**src/rtl/pht_counter_table.sv**
```systemverilog
`default_nettype none
// ============================================================================
// Module  : pht_counter_table
// Brief   : Pattern-history table of saturating branch counters, cleared by an
//           INIT sweep; optional same-index read/update forwarding is enabled
//           by defining PHT_COUNTER_TABLE_BYPASS_EN.
// Revision: 1.0 - initial release
// ============================================================================
module pht_counter_table #(
    parameter int CTR_W    = 2,
    parameter int IDX_W    = 6,
    parameter int INIT_VAL = 2**(CTR_W-1)-1
) (
    input  logic             clk,
    input  logic             rst_n,
    input  logic             flush,
    output logic             ready,
    input  logic             rd_valid,
    input  logic [IDX_W-1:0] rd_idx,
    output logic             rd_data_valid,
    output logic [CTR_W-1:0] rd_ctr,
    output logic             rd_pred,
    input  logic             upd_valid,
    input  logic [IDX_W-1:0] upd_idx,
    input  logic             upd_taken
);

    localparam int               DEPTH     = 2**IDX_W;
    localparam logic [CTR_W-1:0] c_initVal = CTR_W'(INIT_VAL);
    localparam logic [CTR_W-1:0] c_ctrMax  = {CTR_W{1'b1}};
    localparam logic [CTR_W-1:0] c_ctrMin  = '0;
    localparam logic [IDX_W-1:0] c_lastIdx = {IDX_W{1'b1}};

    typedef enum logic [0:0] {
        ST_INIT = 1'b0,
        ST_RUN  = 1'b1
    } state_t;

    state_t           r_state;
    logic [IDX_W-1:0] r_initPtr;
    logic             r_ready;
    logic             r_rdDataValid;
    logic [CTR_W-1:0] r_rdCtr;
    logic [CTR_W-1:0] r_ctrMem [DEPTH];

    logic             w_updEn;
    logic [CTR_W-1:0] w_updCur;
    logic [CTR_W-1:0] w_updNext;
    logic [CTR_W-1:0] w_rdVal;

    // A flush in the same cycle takes priority, so the update is dropped.
    assign w_updEn  = (r_state == ST_RUN) && upd_valid && !flush;
    assign w_updCur = r_ctrMem[upd_idx];

    always_comb begin
        w_updNext = w_updCur;
        if (upd_taken) begin
            if (w_updCur != c_ctrMax) w_updNext = w_updCur + 1'b1;
        end else begin
            if (w_updCur != c_ctrMin) w_updNext = w_updCur - 1'b1;
        end
    end

`ifdef PHT_COUNTER_TABLE_BYPASS_EN
    assign w_rdVal = (w_updEn && (upd_idx == rd_idx)) ? w_updNext : r_ctrMem[rd_idx];
`else
    assign w_rdVal = r_ctrMem[rd_idx];
`endif

    always_ff @(posedge clk or negedge rst_n) begin
        if (!rst_n) begin
            r_state       <= ST_INIT;
            r_initPtr     <= '0;
            r_ready       <= 1'b0;
            r_rdDataValid <= 1'b0;
            r_rdCtr       <= '0;
        end else if (flush) begin
            r_state       <= ST_INIT;
            r_initPtr     <= '0;
            r_ready       <= 1'b0;
            r_rdDataValid <= 1'b0;
        end else begin
            case (r_state)
                ST_INIT: begin
                    r_rdDataValid <= 1'b0;
                    r_initPtr     <= r_initPtr + 1'b1;
                    if (r_initPtr == c_lastIdx) begin
                        r_state <= ST_RUN;
                        r_ready <= 1'b1;
                    end
                end
                ST_RUN: begin
                    r_rdDataValid <= rd_valid;
                    if (rd_valid) r_rdCtr <= w_rdVal;
                end
                default: begin
                    r_state   <= ST_INIT;
                    r_initPtr <= '0;
                    r_ready   <= 1'b0;
                end
            endcase
        end
    end

    // The array has no reset; the INIT sweep is what clears it.
    always_ff @(posedge clk) begin
        if (r_state == ST_INIT) begin
            r_ctrMem[r_initPtr] <= c_initVal;
        end else if (w_updEn) begin
            r_ctrMem[upd_idx] <= w_updNext;
        end
    end

    assign ready         = r_ready;
    assign rd_data_valid = r_rdDataValid;
    assign rd_ctr        = r_rdCtr;
    assign rd_pred       = r_rdCtr[CTR_W-1];

endmodule
`default_nettype wire
```
**config.mk**
```make
export PLATFORM = sky130hd
export DESIGN_NAME = pht_counter_table
export DESIGN_NICKNAME = d
export VERILOG_FILES = /design/src/rtl/pht_counter_table.sv
export SDC_FILE = /design/constraint.sdc
export NUM_CORES = 1
export LEC_CHECK = 0
export ABC_AREA = 0
export CAP_MARGIN = 25
export CORE_ASPECT_RATIO = 0.5
export CORE_MARGIN = 2
export CORE_UTILIZATION = 43
export CTS_BUF_LIST = sky130_fd_sc_hd__clkbuf_8
export DETAILED_ROUTE_END_ITERATION = 16
export PLACE_DENSITY = 0.63
export SLEW_MARGIN = 20
export SYNTH_ARGS = -nofsm -noshare
export SYNTH_HDL_FRONTEND = slang
export SYNTH_SLANG_ARGS = --single-unit
```
**constraint.sdc**
```tcl
create_clock -name clk -period 5 [get_ports clk]
set_input_delay 0.5 -clock clk [delete_from_list [all_inputs] [get_ports clk]]
set_output_delay 0.5 -clock clk [all_outputs]
set_load 0.005 [all_outputs]
```
Word level (Yosys, flattened, before mapping) --
Memory sizes are Yosys's and may differ from the RTL's. A register that Yosys moved wholly into a read port is not among the register bits. Cells that the tools add are included.
Word-level totals: register bits 9, RAM bits 128, input bits 18, memories kept 1
Memory list:
- r_ctrMem | depth 64, bits a word 2, read ports 2, clocked after Yosys merged registers in 1, write ports 1, RTL line 44 | logic [CTR_W-1:0] r_ctrMem [DEPTH];
Operators by class: add/sub/neg operators 3, equality and inequality tests 3, mux-type cells 20, bitwise logic cells 2, reductions and logical operators 9
Operator list (number):
- $mux W6 | 3
- $mux W1 | 12
- $mux W2 | 4
- $add A6 B1 Y6 const B | 1
- $eq A6 B6 Y1 const B | 1
- $ne A2 B2 Y1 const B | 2
- $reduce_bool A2 Y1 | 2
- $reduce_and A3 Y1 | 1
- $add A2 B1 Y2 const B | 1
- $logic_and A1 B1 Y1 | 2
- $logic_not A1 Y1 | 2
- $not A1 Y1 | 2
- $pmux W1 S2 | 1
- $reduce_and A2 Y1 | 1
- $reduce_or A2 Y1 | 1
- $sub A2 B1 Y2 const B | 1

Depth between registers and ports, before layout --
depth in word-level cells 7, depth in mapped cells 10, gate-level depth less buffers 6

Worst setup path after synthesis --
OpenSTA, ideal clock, no wires.
path type input port to flip-flop, start in upd_idx[0], end mem r_ctrMem[0][1] (data pin), library setup time 702 ps, data arrival time 4560 ps, required time 4298 ps, setup slack -262 ps, stages 10, path buffers 4, cell sequence buf_4 > buf_2 > buf_2 > buf_2 > mux2i_1 > a21oi_1 > nand3_1 > nand4_1 > a21oi_1 > o21ai_0
On the way: longest elaborated chain between the ends 5, elaborated cells on any way between the ends 9
RTL lines:
- from (decl) | RTL line 24 | input logic [IDX_W-1:0] upd_idx,
- $mem_v2 Z64 W2 (*)
- $sub A2 B1 Y2, or another cell as far along | RTL line 60 | if (w_updCur != c_ctrMin) w_updNext = w_updCur - 1'b1;
- $mux W2 (on tied branches) | RTL line 60, 58
- $mux W2 (*) | RTL line 57 | if (upd_taken) begin
- $mux W2 (no source line) (*)
- to (decl) | RTL line 44
Mark *: on every way between the ends. The rest lies on a longest branch, timed or not.

Final worst setup path --
start in upd_idx[1], end mem r_ctrMem[27][1] (data pin)
The elaborated chain is that of the path after synthesis.

==> load_flow_metrics.sql <==
INSERT INTO impl_metrics (metric_group, metric, value, unit) VALUES
('critical_path', 'cp_cell_sequence', 'clkdlybuf4s50_1 > buf_4 > mux4_2 > mux2i_1 > o22ai_1 > or4_1 > a21oi_1 > o21ai_4 > buf_4', ''),
('detailed_routing', 'routedWlPerCell', '25.57', 'microns'),
('cts', 'cts_resized', '0', ''),
('grt', 'largest_net_degree_at_the_start_of_global_routing', '65', ''),
('layout', 'finalNetCount', '499', ''),
('die', 'die-width', '184.0', 'microns'),
('detailed_routing', 'remaining_drc_errors', '0', ''),
('critical_path', 'rrSetupSlack', '1.94', 'ns'),
('critical_path', 'timing.critical_path.from_type', 'primary input', ''),
('logic_synthesis', 'synthDistinctLibCells', '41', ''),
('place', 'port-buffer-count', '22', ''),
('critical_path', 'crit-reg2reg-launch', 'r_ctrMem[54][1]$_DFFE_PP_', ''),
('cts', 'clk-insertion-delay-late', '0.46', 'ns'),
('critical_path', 'setup.worst_path.start', 'upd_idx[1]', ''),
('detailed_routing', 'drtIter0Drc', '550', ''),
('timing', 'timing.final.ws_setup', '1.119', 'ns'),
('critical_path', 'critical_path.endpoint', 'r_ctrMem[27][1]$_DFFE_PP_', ''),
('grt', 'via_count_of_the_first_global_routing_pass', '4309', ''),
('logic_synthesis', 'post_synth_most_frequent_cells', 'edfxtp_1, nor2_1, mux4_2, nand2_1, mux2i_1', ''),
('logic_synthesis', 'postSynth.asyncResetShare', '7.914', '%'),
('critical_path', 'cpPeakStageDelay', '1.03', 'ns'),
('logic_synthesis', 'ys_ff_latch', '139', ''),
('detailed_routing', 'route.antenna.remaining_nets', '0', ''),
('die', 'core_area', '0.01562', 'sq mm'),
('logic_synthesis', 'net_count_after_synthesis', '474', ''),
('critical_path', 'critical_path.top_delay_family', 'buffers and inverters', ''),
('critical_path', 'worstSetupPathType', 'in2reg', ''),
('logic_synthesis', 'synth_top_cells_by_area', 'edfxtp_1, mux4_2, nor2_1, dfrtp_1, mux2i_1', ''),
('critical_path', 'critical_path.max_fanout', '33', ''),
('critical_path', 'worst-path-stages', '9', ''),
('timing', 'hold_violations', '0', ''),
('die', 'die_height', '93.99', 'microns'),
('critical_path', 'timing.critical_path.required', '5.17', 'ns'),
('place', 'pre_cts_ws', '0.7150', 'ns'),
('timing', 'slew-limit-headroom', '29.54', '%'),
('critical_path', 'critPathSlowestCell', 'clkdlybuf4s50_1', ''),
('logic_synthesis', 'yosysWarningCount', '0', ''),
('critical_path', 'cp_data_arrival_time', '4.05', 'ns'),
('detailed_routing', 'viasPerCell', '6.399', ''),
('layout', 'area_growth_syn_to_layout', '11.71', '%'),
('place', 'gp_congestion', '0.8710', ''),
('logic_synthesis', 'post_synth_xor_area_fraction', '0.5031', '%'),
('logic_synthesis', 'synth_simple_gate_area_share', '9.450', '%'),
('critical_path', 'worstPathBufferInverterCount', '3', ''),
('logic_synthesis', 'synth_fa_ha_area_share', '0.1797', '%'),
('grt', 'initial_antenna_violation_count', '0', ''),
('power', 'worst_ir_drop_vdd', '154.4', 'uV'),
('grt', 'grt_remaining_overflow', '0', ''),
('timing', 'timing.clock.skew', '0.02255', 'ns'),
('detailed_routing', 'first_pass_iters', '5', ''),
('logic_synthesis', 'synth_area', '0.006964', 'sq mm'),
('logic_synthesis', 'yosys.cell_count.top_type', 'edfxtp_1', ''),
('logic_synthesis', 'post_synth_mux_area_share', '24.54', '%'),
('logic_synthesis', 'synth_top_family_by_area', 'multiplexers', ''),
('critical_path', 'timing.critical_path.mode_cell', 'buf_4', ''),
('cts', 'postCtsHoldBufs', '0', ''),
('cts', 'worst_setup_hold_path_clk_slew', '0.09', 'ns'),
('cts', 'cts-root-to-sink-buffers', '2', ''),
('cts', 'cts_inserted_buffers', '17', ''),
('timing', 'layout_min_cycle_time', '3.881', 'ns'),
('worst_hold_path', 'hold_path.class', 'in2async', ''),
('detailed_routing', 'detailroute.via_count', '4460', ''),
('run_status', 'run_status', 'finished clean', ''),
('layout', 'layout-drive-gt1-share', '23.53', '%'),
('power', 'cellPowerDensity', '297.1', 'mW/mm^2'),
('grt', 'grt_util_all_layers', '22.08', '%'),
('logic_synthesis', 'average_footprint_of_a_synthesized_cell', '15.31', 'sq um'),
('critical_path', 'critPathCaptureType', 'flop', ''),
('logic_synthesis', 'number_of_enable_flip_flop_cells_after_synthesis', '128', ''),
('die', 'std_cell_rows', '32', ''),
('timing', 'fin_setup_tns', '0', 'ns');
==> area by class of cell <==
type	instances	area, sq um
flip-flops and latches	139	4119
multi-input cells	283	2714
repair buffers	33	305.3
fillers	1327	7835
inverters	6	22.52
clock inverters	15	130.1
clock buffers	17	234.0
well taps	204	255.2
==> through the flow <==
step / cell area (sq um) / utilization, % / hold WS, ns / instances / power (mW)
6_report: 7780 / 49.82 / 0.3682 / 697 / 2.312
5_1_grt: 7780 / 49.82 / 0.3905 / 697 / 2.378
4_1_cts: 7780 / 49.82 / 0.3805 / 697 / 2.318
3_5_place_dp: 7416 / 47.49 / 0.5107 / 665 / 1.475
3_3_place_gp: 7408 / 47.44 / 0.4980 / 665 / 1.472
2_1_floorplan: 6964 / - / 0.2044 / 455 / 1.406
==> metal layers <==
layer | wire [microns] | share of wire [%] | track usage, %
met1 | 8050 | 45 | 32.58
met2 | 7923 | 44 | 32.55
met3 | 1567 | 8.8 | 4.922
met4 | 284 | 1.6 | 7.400
met5 | 0 | 0 | 0
==> sequential cells by signal (all words and copies together) (netlist names) <==
| register | cells |
|---|---|
| rd_ctr | 2 |
| r_ctrMem | 128 |
| rd_data_valid | 1 |
| r_initPtr | 6 |
| r_state | 1 |
| ready | 1 |
==> cells in the final DEF (no fill, tap or decap), drive strengths merged, types with 2 or more instances in the layout <==
cell	instances
clkbuf	17
a31oi	2
and3	2
dfrtp	11
a21boi	2
clkinvlp	3
buf	13
nor2	75
nand3	12
inv	15
clkdlybuf4s50	20
or4	2
o22ai	3
a22oi	6
mux2	6
mux4	64
nand3b	5
nor3	2
a2bb2oi	4
o21ai	10
nand2b	3
nor3b	2
o21a	3
a311oi	4
a21oi	4
nand4	2
xor2	3
nand2	30
nor2b	7
edfxtp	128
and2	2
mux2i	20
clkinv	3
==> worst min-delay path by stage <==
stage	end	slack, ns	depth (start not counted)
detailed placement	rd_ctr[0]$_DFFE_PN0P_	0.51	1
CTS	r_initPtr[2]$_DFFE_PN0P_	0.38	1
global placement	rd_ctr[0]$_DFFE_PN0P_	0.50	1
global route	r_initPtr[2]$_DFFE_PN0P_	0.39	1
finish	r_initPtr[2]$_DFFE_PN0P_	0.37	1
floorplan	r_initPtr[0]$_DFFE_PN0P_	0.20	0
==> power by group <==
part           switching (mW)  internal, mW  leakage, nW  total (mW)
Clock                   0.500         0.360        0.181       0.860
Sequential            0.00651          1.26         1.51        1.26
Combinational           0.108        0.0804         1.05       0.189
==> cells by family (layout without fill, tap and decap cells) <==
kind of cell | Yosys count | after routing
xor gates and xnor gates | 4 | 4
muxes | 90 | 90
AOI/OAI and AO/OA | 41 | 41
buffers and inverters | 33 | 71
and+or+nand+nor | 147 | 147
adders and majority gates | 1 | 1
DFF | 139 | 139
No activity file was read; power rests on OpenSTA's default activity.
